**src/rtl/usb_dev_pkg.sv**
```systemverilog
// usb_dev_pkg: shared PIDs, FSM states, packet struct and defaults for the USB device responder
package usb_dev_pkg;
  typedef enum logic [3:0] {
    PID_OUT   = 4'b0001,
    PID_IN    = 4'b1001,
    PID_DATA0 = 4'b0011,
    PID_ACK   = 4'b0010,
    PID_NAK   = 4'b1010
  } pid_e;
  typedef struct packed {
    logic [3:0]  pid;
    logic [6:0]  addr;
    logic [3:0]  endp;
    logic [63:0] data;
  } pkt_t;
  localparam logic [6:0] DEF_DEV_ADDR = 7'd5;
  localparam logic [3:0] DEF_ADDR_EP = 4'd4;
  localparam logic [3:0] DEF_DATA_EP = 4'd8;
  localparam int DEF_TIMEOUT_CYC = 255;
  localparam logic [2:0] S_IDLE      = 3'd0;
  localparam logic [2:0] S_OUT_DATA  = 3'd1;
  localparam logic [2:0] S_MEM_WRITE = 3'd2;
  localparam logic [2:0] S_SEND_HS   = 3'd3;
  localparam logic [2:0] S_IN_FETCH  = 3'd4;
  localparam logic [2:0] S_SEND_DATA = 3'd5;
  localparam logic [2:0] S_IN_HS     = 3'd6;
  localparam int F_GARBLE  = 0;
  localparam int F_TIMEOUT = 1;
  localparam int F_NAK     = 2;
endpackage

```
**src/rtl/usb_dev_fault_arm.sv**
```systemverilog
// usb_dev_fault_arm: sticky one-shot fault arms, set by pulses and cleared when consumed
module usb_dev_fault_arm (
  input  logic       clk,
  input  logic       rst,
  input  logic [2:0] set,
  input  logic [2:0] clr,
  output logic [2:0] arm
);
  // a pulse landing on the consuming cycle re-arms for the next event
  always_ff @(posedge clk)
    arm <= rst ? '0 : (arm & ~clr) | set;
endmodule

```
**src/rtl/usb_dev_responder.sv**
```systemverilog
// usb_dev_responder: device-side OUT/IN transaction responder driving a flash port
module usb_dev_responder
  import usb_dev_pkg::*;
#(
  parameter logic [6:0] DEV_ADDR    = DEF_DEV_ADDR,
  parameter logic [3:0] ADDR_EP     = DEF_ADDR_EP,
  parameter logic [3:0] DATA_EP     = DEF_DATA_EP,
  parameter int         TIMEOUT_CYC = DEF_TIMEOUT_CYC
) (
  input  logic        clk,
  input  logic        rst,
  input  logic        rx_valid,
  input  logic [3:0]  rx_pid,
  input  logic [6:0]  rx_addr,
  input  logic [3:0]  rx_endp,
  input  logic [63:0] rx_data,
  input  logic        rx_crc_ok,
  output logic        tx_valid,
  output logic [3:0]  tx_pid,
  output logic [63:0] tx_data,
  output logic        tx_corrupt,
  input  logic        tx_ready,
  output logic        mem_rd,
  output logic        mem_wr,
  output logic [15:0] mem_addr,
  output logic [63:0] mem_wdata,
  input  logic [63:0] mem_rdata,
  input  logic        mem_ack,
  input  logic        inj_garble,
  input  logic        inj_timeout,
  input  logic        inj_nak
);
  localparam int CW = $clog2(TIMEOUT_CYC + 1);
  logic [2:0] state;
  logic [CW-1:0] cnt;
  logic ep_is_data;
  logic [2:0] arm, arm_set, arm_clr;
  pkt_t rx;
  logic tok_ok, hit_out, hit_in, timed_out;
  assign rx = '{pid: rx_pid, addr: rx_addr, endp: rx_endp, data: rx_data};
  assign tok_ok = rx_valid && rx_crc_ok && rx.addr == DEV_ADDR;
  assign hit_out = tok_ok && rx.pid == PID_OUT && (rx.endp == ADDR_EP || rx.endp == DATA_EP);
  assign hit_in = tok_ok && rx.pid == PID_IN && rx.endp == DATA_EP;
  assign timed_out = cnt == CW'(TIMEOUT_CYC - 1);
  assign arm_set = {inj_nak, inj_timeout, inj_garble};
  // nak takes priority over timeout; garble is spent only once its packet is accepted
  assign arm_clr = {state == S_IDLE && hit_in,
                    state == S_IDLE && hit_in && !arm[F_NAK],
                    tx_valid && tx_ready && tx_corrupt};
  usb_dev_fault_arm u_arm (
    .clk(clk),
    .rst(rst),
    .set(arm_set),
    .clr(arm_clr),
    .arm(arm)
  );
  always_ff @(posedge clk) begin
    if (rst) begin
      state <= S_IDLE;
      cnt <= '0;
      ep_is_data <= 1'b0;
      tx_valid <= 1'b0;
      tx_pid <= '0;
      tx_data <= '0;
      tx_corrupt <= 1'b0;
      mem_rd <= 1'b0;
      mem_wr <= 1'b0;
      mem_addr <= '0;
      mem_wdata <= '0;
    end else begin
      mem_rd <= 1'b0;
      mem_wr <= 1'b0;
      cnt <= cnt + 1'b1;
      case (state)
        S_IDLE:
          if (hit_out) begin
            state <= S_OUT_DATA;
            cnt <= '0;
            ep_is_data <= rx.endp == DATA_EP;
          end else if (hit_in) begin
            if (arm[F_NAK]) begin
              state <= S_SEND_HS;
              tx_valid <= 1'b1;
              tx_pid <= PID_NAK;
              tx_data <= '0;
              tx_corrupt <= arm[F_GARBLE];
            end else if (!arm[F_TIMEOUT]) begin
              state <= S_IN_FETCH;
              mem_rd <= 1'b1;
            end
          end
        S_OUT_DATA:
          if (rx_valid) begin
            if (rx.pid != PID_DATA0) begin
              state <= S_IDLE;
            end else if (!rx_crc_ok || !ep_is_data) begin
              state <= S_SEND_HS;
              tx_valid <= 1'b1;
              tx_pid <= rx_crc_ok ? PID_ACK : PID_NAK;
              tx_data <= '0;
              tx_corrupt <= arm[F_GARBLE];
              mem_addr <= rx_crc_ok ? rx.data[15:0] : mem_addr;
            end else begin
              state <= S_MEM_WRITE;
              mem_wr <= 1'b1;
              mem_wdata <= rx.data;
            end
          end else if (timed_out) begin
            state <= S_IDLE;
          end
        S_MEM_WRITE:
          if (mem_ack) begin
            state <= S_SEND_HS;
            tx_valid <= 1'b1;
            tx_pid <= PID_ACK;
            tx_data <= '0;
            tx_corrupt <= arm[F_GARBLE];
          end
        S_IN_FETCH:
          if (mem_ack) begin
            state <= S_SEND_DATA;
            tx_valid <= 1'b1;
            tx_pid <= PID_DATA0;
            tx_data <= mem_rdata;
            tx_corrupt <= arm[F_GARBLE];
          end
        S_SEND_HS, S_SEND_DATA:
          if (tx_ready) begin
            state <= state == S_SEND_DATA ? S_IN_HS : S_IDLE;
            tx_valid <= 1'b0;
            tx_corrupt <= 1'b0;
            cnt <= '0;
          end
        S_IN_HS:
          if ((rx_valid && (rx.pid == PID_ACK || rx.pid == PID_NAK)) || timed_out)
            state <= S_IDLE;
        default: state <= S_IDLE;
      endcase
    end
  end
endmodule

```
**config.mk**
```make
export PLATFORM = sky130hd
export DESIGN_NAME = usb_dev_responder
export DESIGN_NICKNAME = d
export VERILOG_FILES = /design/src/rtl/usb_dev_pkg.sv /design/src/rtl/usb_dev_fault_arm.sv /design/src/rtl/usb_dev_responder.sv
export SDC_FILE = /design/constraint.sdc
export NUM_CORES = 1
export LEC_CHECK = 0
export BUFFER_PORTS_ARGS = -buffer_cell sky130_fd_sc_hd__buf_4
export CORE_MARGIN = 2
export CORE_UTILIZATION = 42
export CTS_BUF_LIST = sky130_fd_sc_hd__clkbuf_16
export DETAILED_ROUTE_END_ITERATION = 6
export GPL_TIMING_DRIVEN = 1
export PLACE_DENSITY = 0.76
export SYNTH_ARGS = -nofsm -noshare
export SYNTH_HDL_FRONTEND = slang
export SYNTH_SLANG_ARGS = --single-unit
```
**constraint.sdc**
```tcl
create_clock -name clk -period 2.25 [get_ports clk]
set_input_delay 0.1125 -clock clk [delete_from_list [all_inputs] [get_ports clk]]
set_output_delay 0.1125 -clock clk [all_outputs]
set_load 0.02 [all_outputs]
```
Word level (Yosys, flattened, before mapping)
Cells that the tools add are included.
{"block": "word_totals", "reg_bits": 167, "word_cells": 137, "output_inout_bits": 152}
{"block": "op_classes", "addsub": 1, "n_eq_ne": 29, "mux": 55, "bitwise_logic": 9, "reduce_logical": 31}
{"op": "$mux 64", "n": 8}
{"op": "$pmux 64 s4", "n": 1}
{"op": "$mux 4", "n": 9}
{"op": "$mux 3", "n": 11}
{"op": "$mux 1", "n": 18}
{"op": "$ne 2x2->1 const B", "n": 9}
{"op": "$pmux 3 s6", "n": 1}
{"op": "$reduce_and 9->1", "n": 2}
{"op": "$mux 8", "n": 2}
{"op": "$pmux 4 s4", "n": 1}
{"op": "$pmux 8 s2", "n": 1}
{"op": "$eq 4x4->1 const B", "n": 3}
{"op": "$logic_and 1x1->1", "n": 11}
{"op": "$eq 3x3->1 const B", "n": 3}
{"op": "$add 8x1->8 const B", "n": 1}
{"op": "$eq 8x8->1 const B", "n": 1}
{"op": "$pmux 1 s4", "n": 2}
{"op": "$reduce_bool 4->1", "n": 2}
{"op": "$eq 7x3->1 const B", "n": 1}
{"op": "$reduce_and 7->1", "n": 1}
{"op": "$eq 3x2->1 const B", "n": 2}
{"op": "$ne 3x3->1 const B", "n": 2}
{"op": "$not 1->1", "n": 6}
{"op": "$reduce_and 5->1", "n": 1}
{"op": "19 further kinds", "n": 26}

Depth between registers and ports, before layout
{"block": "logic_depth", "depth_word": 9, "depth_mapped": 9}

By module
From an unflattened synthesis, not the netlist that was laid out.
{"block": "hier_totals", "cells_unflattened": 650, "area_unflattened_um2": 5994.5}
{"mod": "usb_dev_responder", "instances": 1, "area_per_inst_um2": 5889.4, "seq_area_each_um2": 3263.1, "cells_per_inst": 638}
{"mod": "usb_dev_fault_arm", "instances": 1, "area_per_inst_um2": 105.1, "seq_area_each_um2": 60.1, "cells_per_inst": 12}

Worst setup path after synthesis
No wires, ideal clock.
{"block": "synth_timing", "path_type": "reg-to-reg", "from": "register state[2]", "to": "register mem_addr[5]", "arrival_time_ns": 2.024, "path_slack_ns": 0.098, "n_path_buf": 3, "path_stages_with_launch": 8, "path_cell_list": "dfxtp_1 > clkbuf_1 > or3b_2 > clkbuf_1 > nor4_4 > buf_2 > mux2i_1 > nor2_1"}
{"block": "synth_via", "elab_chain_len": 2}
{"item": "from (decl)", "line": "usb_dev_responder.sv:34", "text": "logic [2:0] state;"}
{"item": "from (signal assigned)", "line": "usb_dev_responder.sv:129", "text": "state <= state == S_SEND_DATA ? S_IN_HS : S_IDLE;"}
{"item": "$eq 3x1->1", "line": "usb_dev_responder.sv:74", "text": "case (state)"}
{"item": "$reduce_and 5->1 (no line)"}
{"item": "to (signal assigned)", "line": "usb_dev_responder.sv:102", "text": "mem_addr <= rx_crc_ok ? rx.data[15:0] : mem_addr;"}
{"item": "to (decl)", "line": "usb_dev_responder.sv:25", "text": "output logic [15:0] mem_addr,"}
Every way passes these cells.
A chain may end at the register's enable or synchronous reset.

Final worst setup path
{"block": "layout_timing", "from": "register state[2]", "to": "register mem_wdata[29]"}
{"block": "layout_via", "elab_chain_len": 2}
{"item": "$eq 3x1->1", "line": "usb_dev_responder.sv:74"}
{"item": "$reduce_and 4->1 (no line)"}
{"item": "to (signal assigned)", "line": "usb_dev_responder.sv:106", "text": "mem_wdata <= rx.data;"}
{"item": "to (decl)", "line": "usb_dev_responder.sv:26", "text": "output logic [63:0] mem_wdata,"}
Every way passes these cells.

==> impl_summary.log <==
INFO  metric outcome = completed
INFO  metric numCtsBuffers = 17
INFO  metric timing.critical_path.from_type = register
INFO  metric hold_vio_cnt_final = 0
INFO  metric hold_class = input port to register
INFO  metric timing.critical_path.required = 2570 ps
INFO  metric rows = 45
INFO  metric start_util = 0.4268
INFO  metric path_class = register to register
INFO  metric design.portCount = 304
INFO  metric htree_num_levels = 4
INFO  metric fp.coreArea = between 15000 and 20000 um2
INFO  metric final_min_period_over_clock_period = 0.8720
INFO  metric final_max_slew_violation_count = 0
INFO  metric vias_per_cell = approximately 5
INFO  metric critical_path_arrival = approximately 2300 ps
INFO  metric finish.cell_count_without_fillers = approximately 1400
INFO  metric nets = 1334
INFO  metric placed_cells_incl_taps = around 1200
INFO  metric synth.distinct_cells = 47
INFO  metric number_of_sinks_driven_by_the_clock_tree = 166
INFO  metric seq_area_frac_synth = 0.5141
INFO  metric grt_first_pass_wirelength = around 33000 um
INFO  metric totalNegativeSetupSlack = 0 ps
INFO  metric global_route.usage.total = 0.2554
INFO  metric number_of_antenna_violating_nets_in_the_routed_design = 0
INFO  metric postSynthRegisterBits = roughly 170
INFO  metric setup-violations-final = 0
INFO  metric postCtsSetupRepairBufs = 0
INFO  metric minimum_hold_slack = 65.28 ps
INFO  metric route.detailed.drc = 0
INFO  metric tritoncts_clock_tree = yes
INFO  metric rsz0062_at_grt = no
INFO  metric drt_first_pass_iters = 5
INFO  metric power.leakage = ~4.9 nW
INFO  metric synth-main-ff-cell = dfxtp_1
INFO  metric floorplan.die_area = 16400 um2
INFO  metric synth_edf_count = 0
INFO  metric finalCriticalPeriod = 1962 ps
INFO  metric layout_common_cells = buf_4, nand2_1, dfxtp_1
INFO  metric worst_slew_pin_slew = 754.0 ps
INFO  metric worst_setup_path_end_kind = register
INFO  metric vias = 6923
INFO  metric fmaxAchievable = roughly 500 MHz
INFO  metric fp.dieW = 128.1 um
INFO  metric die-height = approximately 130 um
INFO  metric path_max_fanout = 64
INFO  metric place.port_buffers = 302
INFO  metric area_growth_synth_to_finish = 68.21%
INFO  metric drt-initial-drc-count = around 380
INFO  metric synth-async-reset-ratio = 0
INFO  metric worstSkewPairLatency = 420 ps
INFO  metric routed_wl = about 22000 um
INFO  metric netlist_instances = approximately 760
INFO  metric power-per-cell-area = around 560 nW/um2
INFO  metric fin_worst_skew = 8.917 ps
INFO  metric gpl_wtd_cong = 0.8521
INFO  metric grt_start_max_net_pins = 71
INFO  metric syn_nets = slightly above 900
INFO  metric max-clock-path-buffers = 2
INFO  metric synth_area = 6464 um2
INFO  metric layout_commonest_cell = buf_4
INFO  metric routed_wire_length_per_instance = 15.68 um
INFO  metric grt_antenna_before_repair = 0
INFO  metric irDropWorstVdd = 0.0004920 V
INFO  metric grt_pass1_vias = 6879
INFO  metric placed_area = roughly 9000 um2
INFO  metric max-cap-violations = 0
INFO  metric clk_pin_slew_worst_paths = 70 ps
INFO  metric dpl.hpwl = 12870 um
INFO  metric synthesis.yosys.warnings = 0
INFO  metric slew_headroom = 0.4973
INFO  metric cts-root-buf = clkbuf_16
INFO  metric total_global_routing_overflow = 0
INFO  metric post_route_cells_drive_above_1_share = 0.3051
INFO  metric final_design_area_no_fill = 10870 um2
INFO  metric syn_avg_cell_area = 8.527 um2
## state kept, by name, indices dropped and copies added (netlist names)
register    flops
cnt             8
ep_is_data      1
mem_addr       16
mem_rd          1
mem_wdata      64
mem_wr          1
state           3
tx_corrupt      1
tx_data        64
tx_pid          3
tx_valid        1
u_arm.arm       3
## final timing paths
| path | from | end | slack (ps) | depth (start not counted) |
|---|---|---|---|---|
| max reg2reg | state[2] | mem_wdata[29] | 290 | 6 |
| min | tx_ready | u_arm.arm[0] | 70 | 4 |
| min reg2reg | mem_wdata[42] | mem_wdata[42] | 450 | 2 |
| max | state[2] | mem_wdata[29] | 290 | 6 |
## critical path, stage by stage (launching register included)
cell	delay (ps)
dfxtp_1	380
or3b_2	500
buf_4	180
nor3_4	140
buf_12	290
nand2_1	120
a21oi_1	220
## power breakdown
part           internal [mW]  leakage [nW]  total (mW)  switching, mW
clock network           1.41         0.253        2.62           1.21
registers               2.95          1.34        2.96        0.00988
logic                  0.339          3.35       0.507          0.168
total                   4.70          4.94        6.09           1.39
## per-layer routing
metal  GRT usage  vias to the layer above  part of all wire
met5           0                        -                 0
met4      0.1261                        0             0.038
met3     0.08097                       60             0.086
met2      0.4360                      326              0.48
met1      0.2886                     3196              0.39
li1            -                     3341                 -
## timing repair
item | CTS | global route
resized for setup | 0 | 0
hold buffers | 131 | 0
endpoints found under the hold margin | 147 | 0
## area by class of cell
class	count	area [um2]
fillers	1011	4273
multi-input cells	531	2907
repair buffers	457	3846
well taps	188	235.2
diodes	1	2.502
clock inverters	15	107.6
clock buffers	17	425.4
flip-flops and latches	166	3323
inverters	7	26.28
## cells by family after synthesis
family | count (synthesis) | synth area share
AO/OA/AOI/OAI | 92 | 0.07975
multiplexers | 83 | 0.1287
AND/OR/NAND/NOR | 344 | 0.2205
adder cells (fa/ha/maj) | 3 | 0.005419
flip-flops | 166 | 0.5141
buffers and inverters | 61 | 0.04007
XOR/XNOR | 8 | 0.01084
other | 1 | 0.0005802
## synth_stat cells, types with 2 or more instances
cell	number	area share
a21oi_1	71	0.055
a221oi_1	2	0.0027
and3_1	2	0.0019
and4_1	2	0.0027
buf_2	9	0.0070
buf_6	2	0.0035
clkbuf_1	42	0.024
dfxtp_1	166	0.51
ha_1	2	0.0039
inv_1	6	0.0035
mux2i_1	82	0.13
nand2_1	267	0.16
nand2b_1	3	0.0029
nand3_1	8	0.0062
nand3b_1	2	0.0023
nor2_1	35	0.020
nor2b_1	3	0.0029
nor3_1	5	0.0039
o21ai_0	6	0.0046
o22ai_1	2	0.0019
o32ai_1	3	0.0041
or3_1	3	0.0029
or3b_2	2	0.0027
or4_1	4	0.0046
xnor2_1	4	0.0054
xor2_1	4	0.0054
## metrics by stage
step	worst slack [ps]	total power, mW	util
after floorplan	98.37	3.093	-
after global placement	-18.18	3.325	0.5960
after detailed placement	-32.24	3.327	0.5960
after CTS	343.6	6.126	0.7177
after global routing	159.0	6.281	0.7177
final	287.9	6.086	0.7179
Power figures use the tool's default switching activity.
